**src/rtl/solver_feeder_if.sv**
```systemverilog
// Job-stream and result handshakes between a job source and solver_feeder.
// The slave side is the feeder; the master side is the producer/consumer.
interface solver_feeder_if #(
  parameter int LIMB_BITS = 32,
  parameter int ID_BITS   = 8
) ();
  logic                 in_valid;
  logic                 in_ready;
  logic [LIMB_BITS-1:0] in_data;
  logic                 res_valid;
  logic                 res_ready;
  logic [ID_BITS-1:0]   res_id;
  logic [15:0]          res_count;
  logic                 res_err;

  modport slave (
    input  in_valid, in_data, res_ready,
    output in_ready, res_valid, res_id, res_count, res_err
  );

  modport master (
    output in_valid, in_data, res_ready,
    input  in_ready, res_valid, res_id, res_count, res_err
  );
endinterface

```
**src/rtl/solver_feeder.sv**
```systemverilog
// Unpacks header + real/imag limb jobs into solver_control writes,
// kicks the solver and returns one tagged result per job.
module solver_feeder #(
  parameter int LIMB_INDEX_BITS = 6,
  parameter int LIMB_BITS       = 32,
  parameter int ID_BITS         = 8
) (
  input  logic                       clock,
  input  logic                       reset,
  solver_feeder_if.slave             job,
  output logic                       wr_real_en,
  output logic                       wr_imag_en,
  output logic [LIMB_INDEX_BITS-1:0] wr_ind,
  output logic [LIMB_BITS-1:0]       limb_data,
  output logic                       wr_num_limbs_en,
  output logic                       wr_iter_lim_en,
  output logic [LIMB_INDEX_BITS-1:0] num_limbs_data,
  output logic [15:0]                iter_lim_data,
  output logic                       start,
  input  logic                       out_ready,
  input  logic [15:0]                iteration_count,
  output logic [15:0]                jobs_done
);
  localparam int LIB = LIMB_INDEX_BITS;

  typedef enum logic [2:0] {
    HDR, LOAD_RE, LOAD_IM, START, WAIT
  } state_t;

  state_t             r_state;
  logic [LIB-1:0]     r_cnt;
  logic [LIB-1:0]     r_n;
  logic [ID_BITS-1:0] r_id;
  logic               r_res_valid;
  logic [ID_BITS-1:0] r_res_id;
  logic [15:0]        r_res_count;
  logic               r_res_err;
  logic [15:0]        r_jobs;

  logic [LIB-1:0]     w_hdr_n;
  logic [15:0]        w_hdr_lim;
  logic [ID_BITS-1:0] w_hdr_id;
  logic               w_n_zero;
  logic               w_in_ready;
  logic               w_acc;
  logic               w_last;
  logic               w_res_hs;

  assign w_hdr_n   = job.in_data[LIB-1:0];
  assign w_hdr_lim = job.in_data[LIB+15:LIB];
  assign w_hdr_id  = job.in_data[LIB+16+ID_BITS-1:LIB+16];
  assign w_n_zero  = (w_hdr_n == '0);
  assign w_last    = (r_cnt == r_n - 1'b1);
  assign w_res_hs  = r_res_valid && job.res_ready;

  // An empty job needs the result slot, so it back-pressures while busy
  always_comb begin
    w_in_ready = 1'b0;
    case (r_state)
      HDR:              w_in_ready = !(w_n_zero && r_res_valid);
      LOAD_RE, LOAD_IM: w_in_ready = 1'b1;
      default:          w_in_ready = 1'b0;
    endcase
    if (!reset) w_in_ready = 1'b0;
  end

  assign w_acc = job.in_valid && w_in_ready;

  assign wr_num_limbs_en = w_acc && (r_state == HDR) && !w_n_zero;
  assign wr_iter_lim_en  = wr_num_limbs_en;
  assign num_limbs_data  = w_hdr_n;
  assign iter_lim_data   = w_hdr_lim;
  assign wr_real_en      = w_acc && (r_state == LOAD_RE);
  assign wr_imag_en      = w_acc && (r_state == LOAD_IM);
  assign wr_ind          = r_cnt;
  assign limb_data       = job.in_data;
  assign start           = (r_state == START) && !r_res_valid;

  assign job.in_ready  = w_in_ready;
  assign job.res_valid = r_res_valid;
  assign job.res_id    = r_res_id;
  assign job.res_count = r_res_count;
  assign job.res_err   = r_res_err;
  assign jobs_done     = r_jobs;

  always_ff @(posedge clock or negedge reset) begin
    if (!reset) begin
      r_state     <= HDR;
      r_cnt       <= '0;
      r_n         <= '0;
      r_id        <= '0;
      r_res_valid <= 1'b0;
      r_res_id    <= '0;
      r_res_count <= '0;
      r_res_err   <= 1'b0;
      r_jobs      <= '0;
    end else begin
      if (w_res_hs) begin
        r_res_valid <= 1'b0;
        r_jobs      <= r_jobs + 16'd1;
      end
      case (r_state)
        HDR: begin
          if (w_acc && w_n_zero) begin
            r_res_valid <= 1'b1;
            r_res_id    <= w_hdr_id;
            r_res_count <= '0;
            r_res_err   <= 1'b1;
          end else if (w_acc) begin
            r_n     <= w_hdr_n;
            r_id    <= w_hdr_id;
            r_cnt   <= '0;
            r_state <= LOAD_RE;
          end
        end
        LOAD_RE: begin
          if (w_acc && w_last) begin
            r_cnt   <= '0;
            r_state <= LOAD_IM;
          end else if (w_acc) begin
            r_cnt <= r_cnt + 1'b1;
          end
        end
        LOAD_IM: begin
          if (w_acc && w_last) begin
            r_cnt   <= '0;
            r_state <= START;
          end else if (w_acc) begin
            r_cnt <= r_cnt + 1'b1;
          end
        end
        START: begin
          if (!r_res_valid) r_state <= WAIT;
        end
        WAIT: begin
          if (out_ready) begin
            r_res_valid <= 1'b1;
            r_res_id    <= r_id;
            r_res_count <= iteration_count;
            r_res_err   <= 1'b0;
            r_state     <= HDR;
          end
        end
        default: r_state <= HDR;
      endcase
    end
  end
endmodule

```
**src/flat_wrapper.sv**
```systemverilog
// flat-port wrapper written by rule: the top's interface ports become plain ports
module solver_feeder_flat 
#(
  parameter int LIMB_INDEX_BITS = 6,
  parameter int LIMB_BITS       = 32,
  parameter int ID_BITS         = 8
)
  (clock, reset, wr_real_en, wr_imag_en, wr_ind, limb_data, wr_num_limbs_en, wr_iter_lim_en, num_limbs_data, iter_lim_data, start, out_ready, iteration_count, jobs_done, job_in_valid, job_in_data, job_res_ready, job_in_ready, job_res_valid, job_res_id, job_res_count, job_res_err);
  solver_feeder_if #(.LIMB_BITS(LIMB_BITS), .ID_BITS(ID_BITS)) job_i ();
  input  logic clock;
  input  logic reset;
  output logic wr_real_en;
  output logic wr_imag_en;
  output logic [LIMB_INDEX_BITS-1:0] wr_ind;
  output logic [LIMB_BITS-1:0] limb_data;
  output logic wr_num_limbs_en;
  output logic wr_iter_lim_en;
  output logic [LIMB_INDEX_BITS-1:0] num_limbs_data;
  output logic [15:0] iter_lim_data;
  output logic start;
  input  logic out_ready;
  input  logic [15:0] iteration_count;
  output logic [15:0] jobs_done;
  input wire logic [$bits(job_i.in_valid)-1:0] job_in_valid;
  input wire logic [$bits(job_i.in_data)-1:0] job_in_data;
  input wire logic [$bits(job_i.res_ready)-1:0] job_res_ready;
  output wire logic [$bits(job_i.in_ready)-1:0] job_in_ready;
  output wire logic [$bits(job_i.res_valid)-1:0] job_res_valid;
  output wire logic [$bits(job_i.res_id)-1:0] job_res_id;
  output wire logic [$bits(job_i.res_count)-1:0] job_res_count;
  output wire logic [$bits(job_i.res_err)-1:0] job_res_err;
  assign job_i.in_valid = job_in_valid;
  assign job_i.in_data = job_in_data;
  assign job_i.res_ready = job_res_ready;
  assign job_in_ready = job_i.in_ready;
  assign job_res_valid = job_i.res_valid;
  assign job_res_id = job_i.res_id;
  assign job_res_count = job_i.res_count;
  assign job_res_err = job_i.res_err;
  solver_feeder #(.LIMB_INDEX_BITS(LIMB_INDEX_BITS), .LIMB_BITS(LIMB_BITS), .ID_BITS(ID_BITS)) u_core (.clock(clock), .reset(reset), .job(job_i), .wr_real_en(wr_real_en), .wr_imag_en(wr_imag_en), .wr_ind(wr_ind), .limb_data(limb_data), .wr_num_limbs_en(wr_num_limbs_en), .wr_iter_lim_en(wr_iter_lim_en), .num_limbs_data(num_limbs_data), .iter_lim_data(iter_lim_data), .start(start), .out_ready(out_ready), .iteration_count(iteration_count), .jobs_done(jobs_done));
endmodule
```
**config.mk**
```make
export PLATFORM = sky130hd
export DESIGN_NAME = solver_feeder_flat
export DESIGN_NICKNAME = d
export VERILOG_FILES = /design/src/rtl/solver_feeder_if.sv /design/src/rtl/solver_feeder.sv /design/src/flat_wrapper.sv
export SDC_FILE = /design/constraint.sdc
export NUM_CORES = 1
export LEC_CHECK = 0
export CORE_MARGIN = 4
export CORE_UTILIZATION = 37
export DETAILED_ROUTE_END_ITERATION = 16
export GPL_ROUTABILITY_DRIVEN = 0
export GPL_TIMING_DRIVEN = 0
export PLACE_DENSITY_LB_ADDON = 0.12
export SYNTH_ARGS = -nofsm -noshare
export SYNTH_HDL_FRONTEND = slang
export SYNTH_SLANG_ARGS = --single-unit
```
**constraint.sdc**
```tcl
create_clock -name clock -period 2.4 [get_ports clock]
set_clock_uncertainty 0.2 [all_clocks]
set_input_delay 0.24 -clock clock [delete_from_list [all_inputs] [get_ports clock]]
set_output_delay 0.24 -clock clock [all_outputs]
set_load 0.02 [all_outputs]
```
**Yosys cells after proc, flatten, opt, wreduce, memory -nomap -nowiden**

Index checks and enable logic that the tools add are counted.

- Equality and inequality tests: 13
- Reductions and logical operators: 22
- Bitwise logic cells: 1
- Add/subtract/negate cells: 3
- Muxes and demuxes: 27

Operators with widths:

| cell | count |
|---|---|
| $mux W16 | 2 |
| $pmux W16 S2 | 1 |
| $mux W6 | 4 |
| $mux W3 | 6 |
| $add A16 B1 Y16 const B | 1 |
| $mux W8 | 2 |
| $pmux W8 S2 | 1 |
| $pmux W3 S5 | 1 |
| $ne A2 B2 Y1 const B | 6 |
| $pmux W6 S2 | 1 |
| $logic_and A1 B1 Y1 | 10 |
| $add A6 B1 Y6 const B | 1 |
| $eq A3 B2 Y1 const B | 2 |
| $eq A6 B6 Y1 | 1 |
| $logic_not A6 Y1 | 1 |
| $mux W1 | 6 |
| $pmux W1 S2 | 3 |
| $reduce_and A3 Y1 | 2 |
| $reduce_and A6 Y1 | 1 |
| $sub A6 B1 Y6 const B | 1 |
| $reduce_and A4 Y1 | 1 |
| $reduce_bool A2 Y1 | 2 |
| $eq A3 B1 Y1 const B | 1 |
| $eq A3 B3 Y1 const B | 1 |
| other kinds (6) | 8 |

- Input bits: 53
- Word-level logic and storage cells: 75
- Flip-flop bits (word level): 65

**Longest topological paths before layout**

Gate-level depths: netlist of run 1.

- Word-level depth: 9
- Depth in mapped cells: 8

**Worst setup path before layout of run 1**

No wires, ideal clock.

- Path kind: register to register
- Start: register u_core.r_state[2]
- End: register u_core.r_id[4]
- Period minus slack after synthesis: 2,276 ps
- Buffers on the path: 1
- Slack: 124 ps
- Stages on the path, launching flop included: 6
- Required time: 2,075 ps
- Arrival: 1,951 ps
- Cell sequence: dfrtp_1 nand3b_1 a21o_1 nor3_2 buf_2 mux2_2

- Cells in the longest elaborated chain, start to end: 8

RTL lines:

| element | RTL line | RTL |
|---|---|---|
| start, declared | solver_feeder.sv:30 | `state_t r_state;` |
| start signal, assigned | solver_feeder.sv:88 | `r_state <= HDR;` |
| start signal, assigned | solver_feeder.sv:113 | `r_state <= LOAD_RE;` |
| start signal, assigned | solver_feeder.sv:119 | `r_state <= LOAD_IM;` |
| $eq A3 B2 Y1 / $eq A3 B1 Y1 (equally long branches) | solver_feeder.sv:59 | `case (r_state)` |
| $reduce_or A2 Y1 (no source line) | -- |  |
| $pmux W1 S2 | solver_feeder.sv:59 |  |
| $mux W1 | solver_feeder.sv:64 | `if (!reset) w_in_ready = 1'b0;` |
| $logic_and A1 B1 Y1 | solver_feeder.sv:67 | `assign w_acc = job.in_valid && w_in_ready;` |
| $logic_and A1 B1 Y1 | solver_feeder.sv:104 | `if (w_acc && w_n_zero) begin` |
| $not A1 Y1 (no source line) | -- |  |
| $reduce_and A3 Y1 (no source line) * | -- |  |
| end signal, assigned | solver_feeder.sv:111 | `r_id <= w_hdr_id;` |
| end, declared | solver_feeder.sv:33 | `logic [ID_BITS-1:0] r_id;` |

Mark *: on every way between the ends. The rest lies on a longest branch, timed or not.
A chain may end at the register's enable or synchronous reset.

**Final worst setup path of run 1**

- Start: register u_core.r_n[1]
- End: register u_core.r_cnt[4] (netlist: u_core.wr_ind[4])

- Cells in the longest elaborated chain, start to end: 5

RTL lines:

| element | RTL line | RTL |
|---|---|---|
| start, declared | solver_feeder.sv:32 | `logic [LIB-1:0] r_n;` |
| start signal, assigned | solver_feeder.sv:110 | `r_n <= w_hdr_n;` |
| $sub A6 B1 Y6 * | solver_feeder.sv:53 | `assign w_last = (r_cnt == r_n - 1'b1);` |
| $eq A6 B6 Y1 * | solver_feeder.sv:53 |  |
| $logic_and A1 B1 Y1 * | solver_feeder.sv:117, solver_feeder.sv:125 |  |
| $ne A3 B1 Y1 (no source line) / $mux W6 (equally long branches) | -- |  |
| $reduce_and A4 Y1 (no source line) / $pmux W6 S2 (equally long branches) | -- |  |
| end signal, assigned | solver_feeder.sv:121 | `r_cnt <= r_cnt + 1'b1;` |
| end signal, assigned | solver_feeder.sv:129 | `r_cnt <= r_cnt + 1'b1;` |
| end, declared | solver_feeder.sv:31 | `logic [LIB-1:0] r_cnt;` |

Marks and branches as above.

==> metrics, run 1 <==
status finished with violations; failing checks negative hold slack, negative setup slack; nets 539; Setup Crit Path Kind reg2reg; CP endpoint u_core.wr_ind[4]; Power Total 5.24 mW; # port buffers 142; # rows 34; Placed Instance Area 0.00491 mm²; Antenna Nets Post-Route 0; design area 0.00539 mm²; combinational share of power 46.6%; DRT iter0 DRCs 100; total wire length 8.60 mm; Syn Area/Cell 10.5 µm²; antenna violations before repair 0; CTS tree built; cell with the largest stage delay on the worst path dfrtp_1; Worst setup SP type flop; layout cells sized above 1 24.8%; Net Sw Power 1.88 mW; crit-path cells inv_2 > ha_4 > xnor2_2 > nor4b_2 > nand4_1 > o31ai_4 > buf_12 > nor2_4 > a211o_1; min cycle time layout 2.45 ns; # IOs 161; Lkg Pwr 2.38 nW; WL/cell 14.4 µm; CTS H-tree depth 3; Worst Setup Slack post-DPL -1.41 ns; cell with the most instances after synthesis dfrtp_1; worst reg2reg startpoint u_core.r_n[1]; CTS Sinks 65; Synth Register Bits 65; global route overflow 0; Worst VDD drop 477 µV; worst slew pin tran 0.542 ns; Pre-Repair DR Iteration Count 4; end of the worst register-to-register path u_core.wr_ind[4]; most used flip-flop cell after synthesis dfrtp_1; clock-pin slew on the worst setup and hold paths 0.07 ns; Cells after Synth 319; Synth top area share 48.5%; Core Area 0.00876 mm²; worst hold path type in2async; worst hold margin -0.370 ns; register area share after synthesis 48.5%; most common library cells after synthesis dfrtp_1, buf_4, nand2_1; Cell Pwr Density 973 mW/mm²; Peak Freq 408 MHz; post-DP HPWL 6.21 mm; Max-Cap Viols 0; Die ar. 0.0107 mm²; Reg power frac 33.4%; CTS Buf Count 9; syn_nets 375; crit end category flop; fin util 61.5%; DR DRC count 0; Post-synth EDFFs 0; top cells by area, synth dfrtp_1, buf_4, xnor2_1; Yosys cell types 42; Die Ht 103 µm; largest net degree at the start of global routing 68; Slew headroom 63.6%; Crit path largest cell delay 0.40 ns; Die Wd 103 µm; Internal Dissipation 3.36 mW; Initial Util 38.3%; first-pass GRT wire length 12.7 mm; Post-Synthesis Cell Area 0.00336 mm²; largest area contributor in the netlist dfrtp_1; slack of the critical path -0.0514 ns; Final Max Slew Viols 0; setup_tns -0.0550 ns; Bufs on Longest Clock Path 2; clock power share 20.0%; Synth async-reset ratio 100%; GRT Total Usage 15.4%; Post-Layout Cell Count 596; dpl cells 569; endpoints failing hold 65; unrepaired setup endpoints after global routing yes; Clk Latency, worst-skew pair 0.34 ns; arrival time of the worst setup path 2.48 ns; FF-to-FF path depth 9; number of global-route vias before repair 2,644; Area growth syn-to-layout 60.5%; R2R Setup Slk -0.05 ns; Clock Tree Root clkbuf_8; Synth warnings 0; vias 2,850; Sw Ratio 35.8%; Vias/cell 4.78; post-route clock period utilization 102%; Setup-failing EPs final 3; required time worst endpoint 2.43 ns; source of the critical timing path u_core.r_n[1]; CP Max Fanout 5; antenna cells 0
## repair_timing
action / 4_1_cts / 5_1_grt
setup endpoints to repair: 39 / 32
setup buffers: 8 / 3
endpoints found under the hold margin: 65 / 65
gates resized for setup: 20 / 24
gates cloned: 0 / 1
pin swaps: 4 / 13
## kinds of logic after synthesis
logic type	synth area share, %
fa+ha+maj	1.12
compound gates	11.0
buf+inv	14.6
simple gates	12.4
flops	48.5
xor+xnor	6.00
mux	6.41
## registers in the layout (all words and copies together) (netlist names)
register and flops:
u_core.r_n 6, u_core.jobs_done 16, u_core.job.res_err 1, u_core.r_state 3, u_core.r_id 8, u_core.job.res_valid 1
u_core.job.res_id 8, u_core.job.res_count 16, u_core.wr_ind 6
## cell type report
type / instances / area, µm²
Multi-Input combinational cell: 179 / 1350
Clock inverter: 5 / 78.8
Sequential cell: 65 / 1630
Timing Repair Buffer: 154 / 1560
Buffer: 65 / 465
Tap cell: 108 / 135
Fill cell: 760 / 3380
Inverter: 9 / 33.8
Clock buffer: 11 / 141
## critical path, delay by kind of cell (launching register included)
kind | cells | cell delay (ns)
buffers and inverters | 2 | 0.24
adder cells (fa/ha/maj) | 1 | 0.21
AND/OR/NAND/NOR | 3 | 0.56
AO/OA/AOI/OAI | 2 | 0.58
flip-flops | 1 | 0.40
XOR/XNOR | 1 | 0.13
## how the worst min path moves through the flow
stage / start / to
after global routing: reset / u_core.job.res_count[7]
after CTS: reset / u_core.jobs_done[12]
after floorplan: reset / u_core.job.res_count[0]
final: reset / u_core.job.res_count[7]
after global placement: u_core.jobs_done[15] / u_core.jobs_done[15]
after detailed placement: reset / u_core.job.res_count[7]
## cell usage in the layout (no fill, tap or decap), types with 2 or more instances in the layout
| master | n |
|---|---|
| mux2i_1 | 8 |
| clkdlybuf4s50_1 | 135 |
| clkbuf_2 | 3 |
| inv_2 | 2 |
| clkinv_2 | 2 |
| ha_1 | 2 |
| and3_1 | 3 |
| nor4_4 | 2 |
| nor3_1 | 5 |
| dfrtp_1 | 63 |
| nand2_1 | 31 |
| o21ai_0 | 16 |
| o31ai_1 | 3 |
| nand3_1 | 11 |
| a211oi_1 | 2 |
| buf_6 | 4 |
| dlygate4sd2_1 | 3 |
| clkbuf_1 | 5 |
| nand3b_1 | 3 |
| inv_1 | 7 |
| a21oi_1 | 6 |
| nand2b_1 | 2 |
| mux2_2 | 12 |
| nand4_1 | 4 |
| nor2_1 | 6 |
| dfrtp_2 | 2 |
| bufinv_16 | 2 |
| nor2_4 | 2 |
| xnor2_1 | 17 |
| a22o_1 | 16 |
| xor2_1 | 4 |
| clkbuf_8 | 10 |
| a21o_1 | 4 |
| buf_4 | 63 |
## routing by layer
metal / global-route usage, % / vias to the layer above / part of all wire (%) / wire length, µm
met3: 5.70 / 9 / 9.4 / 805
met1: 20.2 / 1353 / 43 / 3710
met5: 0 / - / 0 / 0
met2: 23.8 / 107 / 46 / 4000
met4: 5.18 / 0 / 1.1 / 91
li1: - / 1381 / - / -
## power groups by stage
stage	Clock, mW	Combinational (mW)	Sequential [mW]
3_5_place_dp	0	2.11	1.73
6_report	1.05	2.44	1.75
2_1_floorplan	0	0.988	1.96
4_1_cts	1.07	2.22	1.73
5_1_grt	1.12	2.62	1.81
3_3_place_gp	0	2.07	1.72
Power figures use the tool's default switching activity.
==> run 2: changes to the inputs <==
Settings changed: SKIP_CTS_REPAIR_TIMING set to 1.
==> metrics, run 2 (synthesis gave the netlist of run 1 again) <==
nets 541; CP Max Fanout 7; antenna cells 0; global route overflow 0; number of fillers in the final layout 780; layout cells sized above 1 23.7%; commonest non-fill, non-tap cell in the layout clkdlybuf4s50_1; end of the worst register-to-register path u_core.wr_ind[4]; # rows 34; GRT Total Usage 15.1%; status finished with violations; Die ar. 0.0107 mm²; WL/cell 14.1 µm; clock power share 20.8%; worst reg2reg startpoint u_core.r_state[2]; Net Sw Power 1.80 mW; Final Max Slew Viols 0; FF-to-FF path depth 8; combinational share of power 44.6%; total wire length 8.42 mm; number of global-route vias before repair 2,613; Core Area 0.00876 mm²; Die Ht 103 µm; Pre-Repair DR Iteration Count 4; first-pass GRT wire length 12.5 mm; failing checks negative hold slack, negative setup slack; post-DP HPWL 6.21 mm; Area growth syn-to-layout 58.7%; crit end category primary output; multi-input logic area 0.00130 mm²; Reg power frac 34.6%; Bufs on Longest Clock Path 2; Slew headroom 66.7%; Vias/cell 4.74; Die Wd 103 µm; most frequent cells in the layout clkdlybuf4s50_1, buf_4, dfrtp_1, nand2_1, xnor2_1; largest net degree at the start of global routing 68; Setup-failing EPs final 2; Worst VDD drop 473 µV; worst slew pin tran 0.499 ns; Sw Ratio 35.7%; min cycle time layout 2.50 ns; CTS Sinks 65; clock-pin slew on the worst setup and hold paths 0.07 ns; post-route clock period utilization 104%; worst hold path type in2async; CTS Buf Count 9; DRT iter0 DRCs 42; Clock Tree Root clkbuf_8; R2R Setup Slk -0.07 ns; # IOs 161; endpoints failing hold 65; worst hold margin -0.371 ns; setup_tns -0.165 ns; # port buffers 142; CTS H-tree depth 3; vias 2,835; Peak Freq 400 MHz; arrival time of the worst setup path 2.06 ns; required time worst endpoint 1.96 ns; Antenna Nets Post-Route 0; antenna violations before repair 0; CTS tree built; DR DRC count 0; unrepaired setup endpoints after global routing yes; Clk Latency, worst-skew pair 0.34 ns; Internal Dissipation 3.23 mW; Initial Util 38.3%; slack of the critical path -0.0976 ns; Cell Pwr Density 944 mW/mm²; sequential cell area 0.00163 mm²; Setup Crit Path Kind reg2out; Max-Cap Viols 0; Lkg Pwr 2.40 nW; Worst setup SP type flop
-- run 2: cell types whose count changed in the layout (fill, tap and decap cells not counted), moves of 2 or more --
| cell | delta |
|---|---|
| xnor2_1 | +2 |
| inv_1 | +2 |
| dlygate4sd2_1 | -3 |
| buf_4 | +5 |
| nor2_4 | -2 |
| inv_2 | -2 |
| dlymetal6s2s_1 | +3 |
-- run 2: stage by stage --
stage / std cells / setup WS, ns / utilization, % / area, µm² / power, mW
after floorplan: 319 / 0.124 / - / 3360 / 2.95
after global placement: 569 / -3.80 / 56.1 / 4910 / 3.80
after detailed placement: 569 / -1.41 / 56.0 / 4910 / 3.84
after CTS: 585 / -1.40 / 58.6 / 5130 / 4.90
after global routing: 598 / -0.194 / 60.8 / 5330 / 5.35
final: 598 / -0.0976 / 60.8 / 5330 / 5.03
-- run 2: final cells by class --
cell class	count	area share, %
flip-flops and latches	65	30.6
repair buffers	156	29.1
multi-input cells	179	24.3
plain buffers	65	8.72
clock buffers	11	2.65
well taps	108	2.54
clock inverters	5	1.48
inverters	9	0.634
-- run 2: power groups by stage --
| stage | logic [mW] | registers [mW] | clock network, mW |
|---|---|---|---|
| after global routing | 2.43 | 1.80 | 1.12 |
| after CTS | 2.11 | 1.72 | 1.07 |
| after floorplan | 0.988 | 1.96 | 0 |
| final | 2.24 | 1.74 | 1.05 |
| after global placement | 2.07 | 1.72 | 0 |
| after detailed placement | 2.11 | 1.73 | 0 |
-- run 2: how the worst max path moves through the flow --
stage | depth (start not counted) | slack (ns) | end | start
4_1_cts | 7 | -1.40 | wr_num_limbs_en | reset
2_1_floorplan | 5 | 0.12 | u_core.r_id[4] | u_core.r_state[2]
5_1_grt | 6 | -0.19 | wr_num_limbs_en | u_core.r_state[2]
3_3_place_gp | 7 | -3.80 | wr_num_limbs_en | reset
3_5_place_dp | 7 | -1.41 | wr_num_limbs_en | reset
6_report | 6 | -0.1 | wr_num_limbs_en | u_core.r_state[2]
-- run 2: metal layers --
| layer | track usage (%) | vias up | share of wire [%] |
|---|---|---|---|
| met4 | 5.18 | 0 | 0.90 |
| met1 | 19.5 | 1335 | 43 |
| met2 | 23.1 | 109 | 47 |
| li1 | - | 1384 | - |
| met3 | 5.77 | 7 | 9.8 |
| met5 | 0 | - | 0 |
-- run 2: critical path, stage by stage, from the launching register on --
cell and delay, ns:
dfrtp_2 0.43, nand3b_1 0.28, a21o_1 0.28, nor3_4 0.33, buf_6 0.18, buf_4 0.10, buf_4 0.12
